<file path="config.mk">
export PLATFORM = sky130hd
export DESIGN_NAME = noc_flit_splitter_mc
export DESIGN_NICKNAME = d
export VERILOG_FILES = /design/src/rtl/noc_pkg.sv /design/src/rtl/noc_pkt_fifo.sv /design/src/rtl/noc_flit_splitter_mc.sv
export SDC_FILE = /design/constraint.sdc
export NUM_CORES = 1
export LEC_CHECK = 0
export ABC_AREA = 1
export CAP_MARGIN = 20
export CORE_ASPECT_RATIO = 1.1
export CORE_MARGIN = 2
export CORE_UTILIZATION = 30
export CTS_BUF_LIST = sky130_fd_sc_hd__clkbuf_2
export CTS_CLUSTER_SIZE = 24
export DETAILED_ROUTE_END_ITERATION = 12
export GPL_ROUTABILITY_DRIVEN = 0
export PLACE_DENSITY_LB_ADDON = 0.2
export SYNTH_ARGS = -nofsm -noshare
export SYNTH_HDL_FRONTEND = slang
export SYNTH_SLANG_ARGS = --single-unit
</file>
<file path="constraint.sdc">
create_clock -name clk -period 12.65 [get_ports clk]
set_input_delay 1.265 -clock clk [delete_from_list [all_inputs] [get_ports clk]]
set_output_delay 1.265 -clock clk [all_outputs]
set_load 0.02 [all_outputs]
</file>
<file path="src/rtl/noc_pkg.sv">
// noc_pkg: flit field widths for the default 3x3 mesh, flit header layout and node-to-mesh coordinate helper
package noc_pkg;
  localparam int FC = (32 + 8 - 1) / 8;
  localparam int CW = (FC > 1) ? $clog2(FC) : 1;
  localparam int NW = $clog2(9);
  localparam int XW = $clog2(3);
  localparam int YW = $clog2(3);
  localparam int FLIT_W = 1 + XW + YW + 8 + 5 + NW + CW;
  typedef struct packed {
    logic          head;
    logic [XW-1:0] dest_x;
    logic [YW-1:0] dest_y;
    logic [7:0]    payload;
    logic [4:0]    id;
    logic [NW-1:0] src;
    logic [CW-1:0] idx;
  } flit_t;
  function automatic logic [15:0] node_to_xy(input int node, input int xdim);
    return {8'(node % xdim), 8'(node / xdim)};
  endfunction
endpackage

</file>
<file path="src/rtl/noc_pkt_fifo.sv">
// noc_pkt_fifo: per-channel packet queue; ports clk/rst_n/ce, push+din, pop, head (oldest), nxt (second oldest), count, empty, full
module noc_pkt_fifo #(
  parameter int W = 8,
  parameter int DEPTH = 8,
  localparam int AW = $clog2(DEPTH)
) (
  input  logic         clk,
  input  logic         rst_n,
  input  logic         ce,
  input  logic         push,
  input  logic [W-1:0] din,
  input  logic         pop,
  output logic [W-1:0] head,
  output logic [W-1:0] nxt,
  output logic [AW:0]  count,
  output logic         empty,
  output logic         full
);
  logic [W-1:0] mem [DEPTH];
  logic [AW:0] wp, rp;
  always_ff @(posedge clk or negedge rst_n)
    if (!rst_n) begin
      wp <= '0;
      rp <= '0;
    end else if (ce) begin
      if (push) wp <= wp + (AW+1)'(1);
      if (pop) rp <= rp + (AW+1)'(1);
    end
  always_ff @(posedge clk)
    if (ce && push) mem[wp[AW-1:0]] <= din;
  assign head = mem[rp[AW-1:0]];
  assign nxt = mem[rp[AW-1:0] + AW'(1)];
  assign count = wp - rp;
  assign empty = count == '0;
  assign full = count == (AW+1)'(DEPTH);
endmodule

</file>
<file path="src/rtl/noc_flit_splitter_mc.sv">
// noc_flit_splitter_mc: multi-channel packet queues, round-robin grant, serialised flit output
// ports: clk, rst_n (async, active-low), ce; per-channel in_valid/in_ready/in_data/in_dest/in_id/in_len;
//        flit_data/flit_valid/flit_ready/flit_last/flit_chan toward the router; err_drop pulse for bad destinations
module noc_flit_splitter_mc
  import noc_pkg::node_to_xy;
#(
  parameter int NODE_ID = 0,
  parameter int X = 3,
  parameter int Y = 3,
  parameter int CHANNELS = 2,
  parameter int QUEUE_DEPTH = 8,
  parameter int PAYLOAD = 32,
  parameter int FLIT_PAYLOAD = 8,
  parameter int PACKET_ID_WIDTH = 5,
  localparam int NN = X * Y,
  localparam int FC = (PAYLOAD + FLIT_PAYLOAD - 1) / FLIT_PAYLOAD,
  localparam int CW = (FC > 1) ? $clog2(FC) : 1,
  localparam int NW = $clog2(NN),
  localparam int XW = $clog2(X),
  localparam int YW = $clog2(Y),
  localparam int CHW = (CHANNELS > 1) ? $clog2(CHANNELS) : 1,
  localparam int FLIT_W = 1 + XW + YW + FLIT_PAYLOAD + PACKET_ID_WIDTH + NW + CW
) (
  input  logic                                  clk,
  input  logic                                  rst_n,
  input  logic                                  ce,
  input  logic [CHANNELS-1:0]                   in_valid,
  output logic [CHANNELS-1:0]                   in_ready,
  input  logic [CHANNELS*PAYLOAD-1:0]           in_data,
  input  logic [CHANNELS*NW-1:0]                in_dest,
  input  logic [CHANNELS*PACKET_ID_WIDTH-1:0]   in_id,
  input  logic [CHANNELS*CW-1:0]                in_len,
  output logic [FLIT_W-1:0]                     flit_data,
  output logic                                  flit_valid,
  input  logic                                  flit_ready,
  output logic                                  flit_last,
  output logic [CHW-1:0]                        flit_chan,
  output logic                                  err_drop
);
  localparam int HW = PAYLOAD + XW + YW + PACKET_ID_WIDTH + CW;
  localparam int PW = FC * FLIT_PAYLOAD;
  localparam int AW = $clog2(QUEUE_DEPTH);
  localparam int OY = CW + PACKET_ID_WIDTH;
  localparam int OX = OY + YW;
  localparam int OP = OX + XW;
  typedef enum logic {IDLE, SEND} state_t;
  state_t state, state_n;
  logic [HW-1:0] din [CHANNELS];
  logic [HW-1:0] head [CHANNELS];
  logic [HW-1:0] nxt [CHANNELS];
  logic [HW-1:0] cand [CHANNELS];
  logic [AW:0] cnt [CHANNELS];
  logic [CHANNELS-1:0] push, drop, empty, full, pop, avail;
  logic [CHW-1:0] rr_ptr, pick, sel_ch, base, cand_ch;
  logic [CW-1:0] idx, sel_idx;
  logic [HW-1:0] hd, cur;
  logic [PW-1:0] pad;
  logic [FLIT_W-1:0] fd;
  logic fv, any, hs, last_hs, load_new, load_next;
  assign in_ready = {CHANNELS{rst_n & ce}} & ~full;
  assign flit_valid = fv & ce;
  for (genvar c = 0; c < CHANNELS; c++) begin : g_ch
    logic [NW-1:0] dest;
    logic [CW-1:0] l;
    logic ok;
    assign dest = in_dest[c*NW +: NW];
    assign l = in_len[c*CW +: CW];
    assign ok = int'(dest) < NN;
    assign push[c] = in_valid[c] & in_ready[c] & ok;
    assign drop[c] = in_valid[c] & in_ready[c] & !ok;
    assign din[c] = {in_data[c*PAYLOAD +: PAYLOAD], XW'(node_to_xy(int'(dest), X) >> 8),
                     YW'(node_to_xy(int'(dest), X)), in_id[c*PACKET_ID_WIDTH +: PACKET_ID_WIDTH],
                     (l > CW'(FC - 1)) ? CW'(FC - 1) : l};
    noc_pkt_fifo #(.W(HW), .DEPTH(QUEUE_DEPTH)) u_fifo (
      .clk(clk), .rst_n(rst_n), .ce(ce), .push(push[c]), .din(din[c]), .pop(pop[c]),
      .head(head[c]), .nxt(nxt[c]), .count(cnt[c]), .empty(empty[c]), .full(full[c])
    );
  end
  // During a last-flit handshake the granted queue is about to pop, so its candidate is
  // the entry behind the head (or the packet arriving this cycle); other queues offer
  // their head, or the arriving packet when empty, so flit 0 leaves the cycle after accept.
  always_comb begin
    cur = head[flit_chan];
    hs = fv & flit_ready;
    last_hs = state == SEND && hs && idx == cur[CW-1:0];
    load_next = state == SEND && hs && idx != cur[CW-1:0];
    pop = last_hs ? CHANNELS'(1) << flit_chan : '0;
    avail = '0;
    cand = '{default: '0};
    for (int i = 0; i < CHANNELS; i++) begin
      avail[i] = (state == SEND && flit_chan == CHW'(i)) ? (cnt[i] > (AW+1)'(1)) | push[i] : !empty[i] | push[i];
      cand[i] = (state == SEND && flit_chan == CHW'(i)) ? ((cnt[i] > (AW+1)'(1)) ? nxt[i] : din[i])
                                                        : (empty[i] ? din[i] : head[i]);
    end
    base = state == SEND ? flit_chan : rr_ptr;
    cand_ch = '0;
    pick = '0;
    any = 1'b0;
    for (int k = CHANNELS; k >= 1; k--) begin
      cand_ch = CHW'((int'(base) + k) % CHANNELS);
      if (avail[cand_ch]) begin
        pick = cand_ch;
        any = 1'b1;
      end
    end
    load_new = any && (state == IDLE || last_hs);
    sel_ch = load_new ? pick : flit_chan;
    sel_idx = load_new ? '0 : idx + CW'(1);
    hd = load_new ? cand[pick] : cur;
    pad = PW'(hd[OP +: PAYLOAD]);
    fd = {1'b1, hd[OX +: XW], hd[OY +: YW], pad[int'(sel_idx)*FLIT_PAYLOAD +: FLIT_PAYLOAD],
          hd[CW +: PACKET_ID_WIDTH], NW'(NODE_ID), sel_idx};
    state_n = (load_new || load_next) ? SEND : last_hs ? IDLE : state;
  end
  always_ff @(posedge clk or negedge rst_n)
    if (!rst_n) begin
      state <= IDLE;
      rr_ptr <= '0;
      idx <= '0;
      fv <= 1'b0;
      flit_data <= '0;
      flit_last <= 1'b0;
      flit_chan <= '0;
      err_drop <= 1'b0;
    end else if (ce) begin
      state <= state_n;
      err_drop <= |drop;
      fv <= load_new || load_next || (fv && !last_hs);
      if (last_hs) rr_ptr <= flit_chan;
      if (load_new || load_next) begin
        idx <= sel_idx;
        flit_data <= fd;
        flit_last <= sel_idx == hd[CW-1:0];
        flit_chan <= sel_ch;
      end
    end
endmodule
</file>
==> results of run 1 <==
through the flow:
step | total power (W) | util (%) | instance area, um^2 | setup WS [ps] | hold slack (ps)
3_5_place_dp | 0.007560 | 32.62 | 36700 | 7939 | 489.0
6_report | 0.009143 | 34.14 | 38400 | 7049 | 486.1
4_1_cts | 0.009212 | 34.13 | 38390 | 6831 | 337.8
3_3_place_gp | 0.007552 | 32.62 | 36700 | 7923 | 476.1
2_1_floorplan | 0.005885 | - | 34070 | 7057 | 462.5
5_1_grt | 0.009803 | 34.13 | 38400 | 6775 | 439.6
power by group through the flow:
stage / combinational (W) / clock, W / sequential, W
2_1_floorplan: 0.00298 / 0 / 0.00291
3_3_place_gp: 0.00451 / 0 / 0.00305
3_5_place_dp: 0.00452 / 0 / 0.00304
4_1_cts: 0.00453 / 0.00169 / 0.00299
5_1_grt: 0.00499 / 0.00181 / 0.00300
6_report: 0.00453 / 0.00163 / 0.00299
registers in the layout, summed over array words and instances, names as in the netlist, 8 cells and up:
register and flops:
flit_data 19, g_ch.u_fifo.wp 8, g_ch.u_fifo.mem 688, g_ch.u_fifo.rp 8
synth_stat cells, types with 7 or more instances:
| cell | instances |
|---|---|
| o22ai_1 | 32 |
| dfrtp_1 | 42 |
| o211ai_1 | 97 |
| buf_1 | 18 |
| nand2_2 | 10 |
| nand3_1 | 390 |
| o221ai_1 | 7 |
| nor2_1 | 353 |
| a21oi_1 | 103 |
| edfxtp_1 | 688 |
| buf_2 | 93 |
| nand2_1 | 857 |
| clkbuf_1 | 92 |
| inv_1 | 125 |
| nor3_1 | 7 |
| o21ai_0 | 346 |
| nand3b_1 | 19 |
| xor2_1 | 11 |
| inv_2 | 8 |
| nand4_1 | 11 |
| ha_1 | 18 |
| buf_4 | 10 |
worst min path at each step:
stage	from	end	slack [ps]	depth (start not counted)
6_report	rst_n	g_ch[1].u_fifo.wp[2]	490	3
2_1_floorplan	g_ch[0].u_fifo.rp[3]	g_ch[0].u_fifo.rp[3]	460	2
5_1_grt	in_valid[1]	err_drop	440	3
3_5_place_dp	g_ch[0].u_fifo.wp[3]	g_ch[0].u_fifo.wp[3]	490	1
4_1_cts	rst_n	flit_data[11]	340	3
3_3_place_gp	g_ch[0].u_fifo.rp[3]	g_ch[0].u_fifo.rp[3]	480	2
cell families (layout without fill, tap and decap cells):
logic type | after synthesis | after routing | share of synthesized area (%)
buf+inv | 351 | 624 | 4.371
simple gates | 1667 | 1667 | 20.53
mux | 4 | 4 | 0.1176
fa+ha+maj | 20 | 20 | 0.7788
xor+xnor | 14 | 14 | 0.3821
compound gates | 608 | 608 | 10.06
other cells | 1 | 9 | 0.01101
flops | 730 | 730 | 63.74
metal layers:
| layer | track usage (%) | wire, um | up-vias |
|---|---|---|---|
| li1 | - | - | 12267 |
| met1 | 23.84 | 47630 | 12445 |
| met2 | 31.72 | 52710 | 857 |
| met3 | 3.405 | 6453 | 220 |
| met4 | 7.037 | 3321 | 8 |
| met5 | 0 | 57 | - |
critical path: stages (launching register included):
cell	delay, ps
dfrtp_4	720
inv_2	170
buf_4	590
ha_1	350
nand3_1	100
nand3_1	110
nand3_1	160
nand2_1	60
inv_1	70
clkdlybuf4s50_1	610
cell usage in the layout (no fill, tap or decap), drive strengths merged, types with 45 or more instances in the layout:
cell,instances
o211ai,97
clkbuf,267
a21oi,106
clkdlybuf4s50,116
nor2,355
edfxtp,688
buf,51
nand3,394
nand2,872
o21ai,349
inv,140
clkinv,45
timing repair:
item                                   in CTS  in global routing
hold buffers                                1                  0
endpoints found under the hold margin      42                  0
resized for setup                           0                  0
layout make-up:
| class | instances | area, um^2 |
|---|---|---|
| clock inverter | 53 | 344.1 |
| tap | 1506 | 1884 |
| antenna | 5 | 12.51 |
| sequential | 730 | 21730 |
| clock buffer | 267 | 1336 |
| multi-input combinational | 2317 | 11030 |
| inverter | 136 | 520.5 |
| timing repair buffer | 168 | 1551 |
| fill | 11498 | 74090 |
==> reports/qor.txt, run 1 <==
Flop pwr share -> 32.7%
Largest net degree at the start of global routing -> 125
TritonCTS Sinks -> 730
PD cells -> 238.1 nW/um^2
CP endpoint -> in_ready[0]
Area growth, synth to finish -> 12.75%
Placed insts -> 4856
Critical setup path kind -> reg -> out
Prevailing post-synth register cell -> edfxtp_1
Final setup TNS -> 0 ps
Yosys cell types -> 50
Gr usage total -> 18.72%
Clock share of power -> 17.8%
Chip width -> 325.3 um
Gr ovfl total -> 0
Crit path required time -> 11390 ps
Comb pwr share -> 49.5%
Syn. warnings -> 0
Htree depth -> 4
Final period util -> 44.28%
Reg clk slew, reported paths -> 100 ps
Internal power -> 0.004667 W
Final std cells w/o fill -> 5182
Reg2Reg Setup Slack -> 8060 ps
Reg2reg path depth -> 18
Die area -> 116200 um^2
Ys async rst share -> 5.753%
# setup viols final -> 0
Rel. slew slack -> 26.88%
Register area share after synthesis -> 63.74%
Max-slew violations -> 0
Final Net Count -> 3649
CP Capture Type -> output pin
Detailed Route Iter0 Violations -> 2276
Final min period -> 5601 ps
Fin. Hold Viols -> 0
CORE AREA -> 112500 um^2
Leakage -> 14.22 nW
Fraction of layout cells with a size suffix above 1 -> 10.98%
Die Span Y -> 357.4 um
Clock tree buffer depth -> 3
Area leader, netlist -> edfxtp_1
First-pass iteration count of the detailed router -> 6
Post-route ant nets -> 0
Maximum vdd drop -> 0.0001214 V
Max Cap Violations -> 0
Initial core utilization -> 30.28%
First-pass GRT wire length -> 162200 um
Flops & latches, synth -> 730
CP Max Fanout -> 53
Routed WL per cell -> 21.26 um
CTS tree -> yes
Post-DP HPWL -> 65410 um
DRC -> 0
Final WL -> 110200 um
Vias per cell -> 4.978
Area share of the largest cell type after synthesis -> 60.66%
WP data arrival -> 4340 ps
Setup Skew -> 81.73 ps
Startpoint types -> flop
Initial antenna violation count -> 12
RSZ-0062 raised after global routing -> no
CP startpoint -> g_ch[0].u_fifo.rp[1]
Post-synthesis cell count -> 3395
I/O Pins -> 122
Sw power -> 0.004476 W
DR vias -> 25.80k
Clock latency on the worst-skew pair -> 1480 ps
# port buffers -> 117
Number of synthesized flops with an enable pin -> 688
Vias in the first global route -> 25.14k
Switching Share -> 48.95%
Synthesized cell area -> 34060 um^2
RR Endpoint -> flit_data[9]
Outcome -> completed
Worst hold path type -> in -> async
Top cells by area, synth -> edfxtp_1, nand2_1, nand3_1
Worst-margin pin slew -> 1093 ps
# rows -> 129
Fmax -> 178.5 MHz
Root buf cell -> clkbuf_2
RR Startpoint -> g_ch[0].u_fifo.rp[0]
Syn avg cell area -> 10.03 um^2
# Post-CTS Setup Buffers -> 0
TritonCTS Buffers -> 184
Note: power is estimated with default switching activity, not from simulation.
==> run 2, diff against run 1 <==
==> constraint.sdc (replaced) <==
create_clock -name clk -period 5.3 [get_ports clk]
set_input_delay 0.53 -clock clk [delete_from_list [all_inputs] [get_ports clk]]
set_output_delay 0.53 -clock clk [all_outputs]
set_load 0.02 [all_outputs]
==> reports/qor.txt, run 2 (synthesis results as in run 1) <==
TritonCTS Buffers -> 191
Gr ovfl total -> 0
Startpoint types -> flop
Root buf cell -> clkbuf_2
Max Cap Violations -> 0
# setup viols final -> 0
Routed WL per cell -> 20.47 um
Layout Utilization -> 35.12%
PD cells -> 558.1 nW/um^2
CP Max Fanout -> 48
Fin. Hold Viols -> 0
Final WL -> 108500 um
Final Net Count -> 3746
# Post-CTS Setup Buffers -> 0
Post-DP HPWL -> 64710 um
Die Span Y -> 357.4 um
Max reg flops -> 688
Initial antenna violation count -> 9
Detailed Route Iter0 Violations -> 2048
Chip width -> 325.3 um
Initial core utilization -> 30.28%
Post-route ant nets -> 0
# rows -> 129
Final setup TNS -> 0 ps
Final Total Pwr -> 0.02205 W
Final worst setup slack -> 822.7 ps
Max-slew violations -> 0
Leakage -> 14.70 nW
Outcome -> completed
Flop pwr share -> 31.9%
RSZ-0062 raised after global routing -> no
CORE AREA -> 112500 um^2
Maximum vdd drop -> 0.0004219 V
Gr usage total -> 18.55%
Setup Skew -> 93.20 ps
CTS hold repair buffers -> 85
Worst hold path type -> in -> reg
Internal power -> 0.01132 W
Critical setup path kind -> reg -> out
Clock tree buffer depth -> 3
Clock latency on the worst-skew pair -> 1430 ps
Critical path's largest stage delay -> 800 ps
Rel. slew slack -> 27.85%
# port buffers -> 117
WP data arrival -> 3950 ps
First-pass iteration count of the detailed router -> 5
Final period util -> 84.48%
Comb pwr share -> 49.8%
CP Capture Type -> output pin
DRC -> 0
Htree depth -> 4
Cts repair resizes -> 0
Vias per cell -> 4.930
Worst-path cell chain -> ha_1 -> inv_1 -> fa_1 -> inv_1 -> nand2_1 -> nor2_1 -> nand3_1 -> nand2_1 -> inv_1 -> clkdlybuf4s50_1
TritonCTS Sinks -> 730
Most common cell on crit path -> inv_1
Die area -> 116200 um^2
Largest net degree at the start of global routing -> 202
Switching Share -> 48.65%
Placed cell areas -> 36840 um^2
Final min period -> 4477 ps
Fmax -> 223.4 MHz
Post-route cell area -> 39510 um^2
Vias in the first global route -> 25.22k
Sw power -> 0.01073 W
Commonest non-fill, non-tap cell in the layout -> nand2_1
I/O Pins -> 122
Fillers -> 11.51k
Area growth, synth to finish -> 16.01%
Fraction of layout cells with a size suffix above 1 -> 11.06%
Clock share of power -> 18.3%
Slowest CP cell -> dfrtp_4
Crit path required time -> 4770 ps
Reg clk slew, reported paths -> 110 ps
Commonest non-fill, non-tap cells in the layout -> nand2_1, edfxtp_1, nand3_1
DR vias -> 26.13k
First-pass GRT wire length -> 161800 um
CTS tree -> yes
Pre-CTS setup slack -> 1299 ps
Worst-margin pin slew -> 1082 ps
[run 2: changes by cell type in the layout (fill, tap and decap cells not counted), moves of 2 or more]
cell and change:
dlygate4sd3_1 +84, clkinv_1 +17, clkbuf_2 +8, xnor2_2 +2, buf_4 -3, buf_12 +9
nor3_4 +2, xnor2_4 -2, nor3_2 -2, clkinv_2 +4
[run 2: final timing paths]
kind                                      startpoint                        end  slack [ps]  cells after the start
worst max register to register  g_ch[1].u_fifo.wp[0]  g_ch[1].u_fifo.mem[3][26]        1280                     14
worst max-delay path            g_ch[0].u_fifo.rp[0]                in_ready[0]         820                     10
worst min-delay path                      in_dest[6]       g_ch[1].u_fifo.wp[0]         170                      5
worst min register to register  g_ch[0].u_fifo.wp[3]       g_ch[0].u_fifo.wp[3]         500                      1
min in group asynchronous                      rst_n       g_ch[1].u_fifo.wp[1]         380                      4
max in group asynchronous                      rst_n       g_ch[0].u_fifo.rp[1]        4410                      4
[run 2: per-stage QoR]
stage | instances | hold slack (ps)
after global placement | 4861 | 483.6
after global routing | 5298 | 73.23
after detailed placement | 4862 | 486.1
after CTS | 5295 | 17.08
after floorplan | 3398 | 234.4
final | 5299 | 173.0
[run 2: final cells by class]
cell class / count / area [um^2] / area share, %
sequential: 730 / 21730 / 54.99
tap: 1506 / 1884 / 4.769
multi-input combinational: 2317 / 11010 / 27.86
antenna: 4 / 10.01 / 0.02533
clock inverter: 73 / 436.7 / 1.105
inverter: 136 / 520.5 / 1.317
clock buffer: 275 / 1376 / 3.483
timing repair buffer: 258 / 2550 / 6.453
[run 2: power groups by stage]
stage                     Combinational, W  Sequential (W)  Clock, W
after floorplan                    0.00710         0.00694         0
after global placement              0.0109         0.00718         0
after detailed placement            0.0109         0.00717         0
after CTS                           0.0110         0.00704   0.00421
after global routing                0.0121         0.00708   0.00448
final                               0.0110         0.00704   0.00404
[run 2: layer usage]
layer	global-route usage (%)	vias to the layer above	routed length (um)
li1	-	12484	-
met1	24.76	12662	48360
met2	30.53	793	51480
met3	3.483	184	6138
met4	5.833	2	2479
met5	0	-	11
[run 2: critical path, delay by kind of cell (launching register included)]
kind,cells,cell delay [ps]
buffers and inverters,4,810
flip-flops,1,800
adder cells (fa/ha/maj),2,720
AND/OR/NAND/NOR,4,250
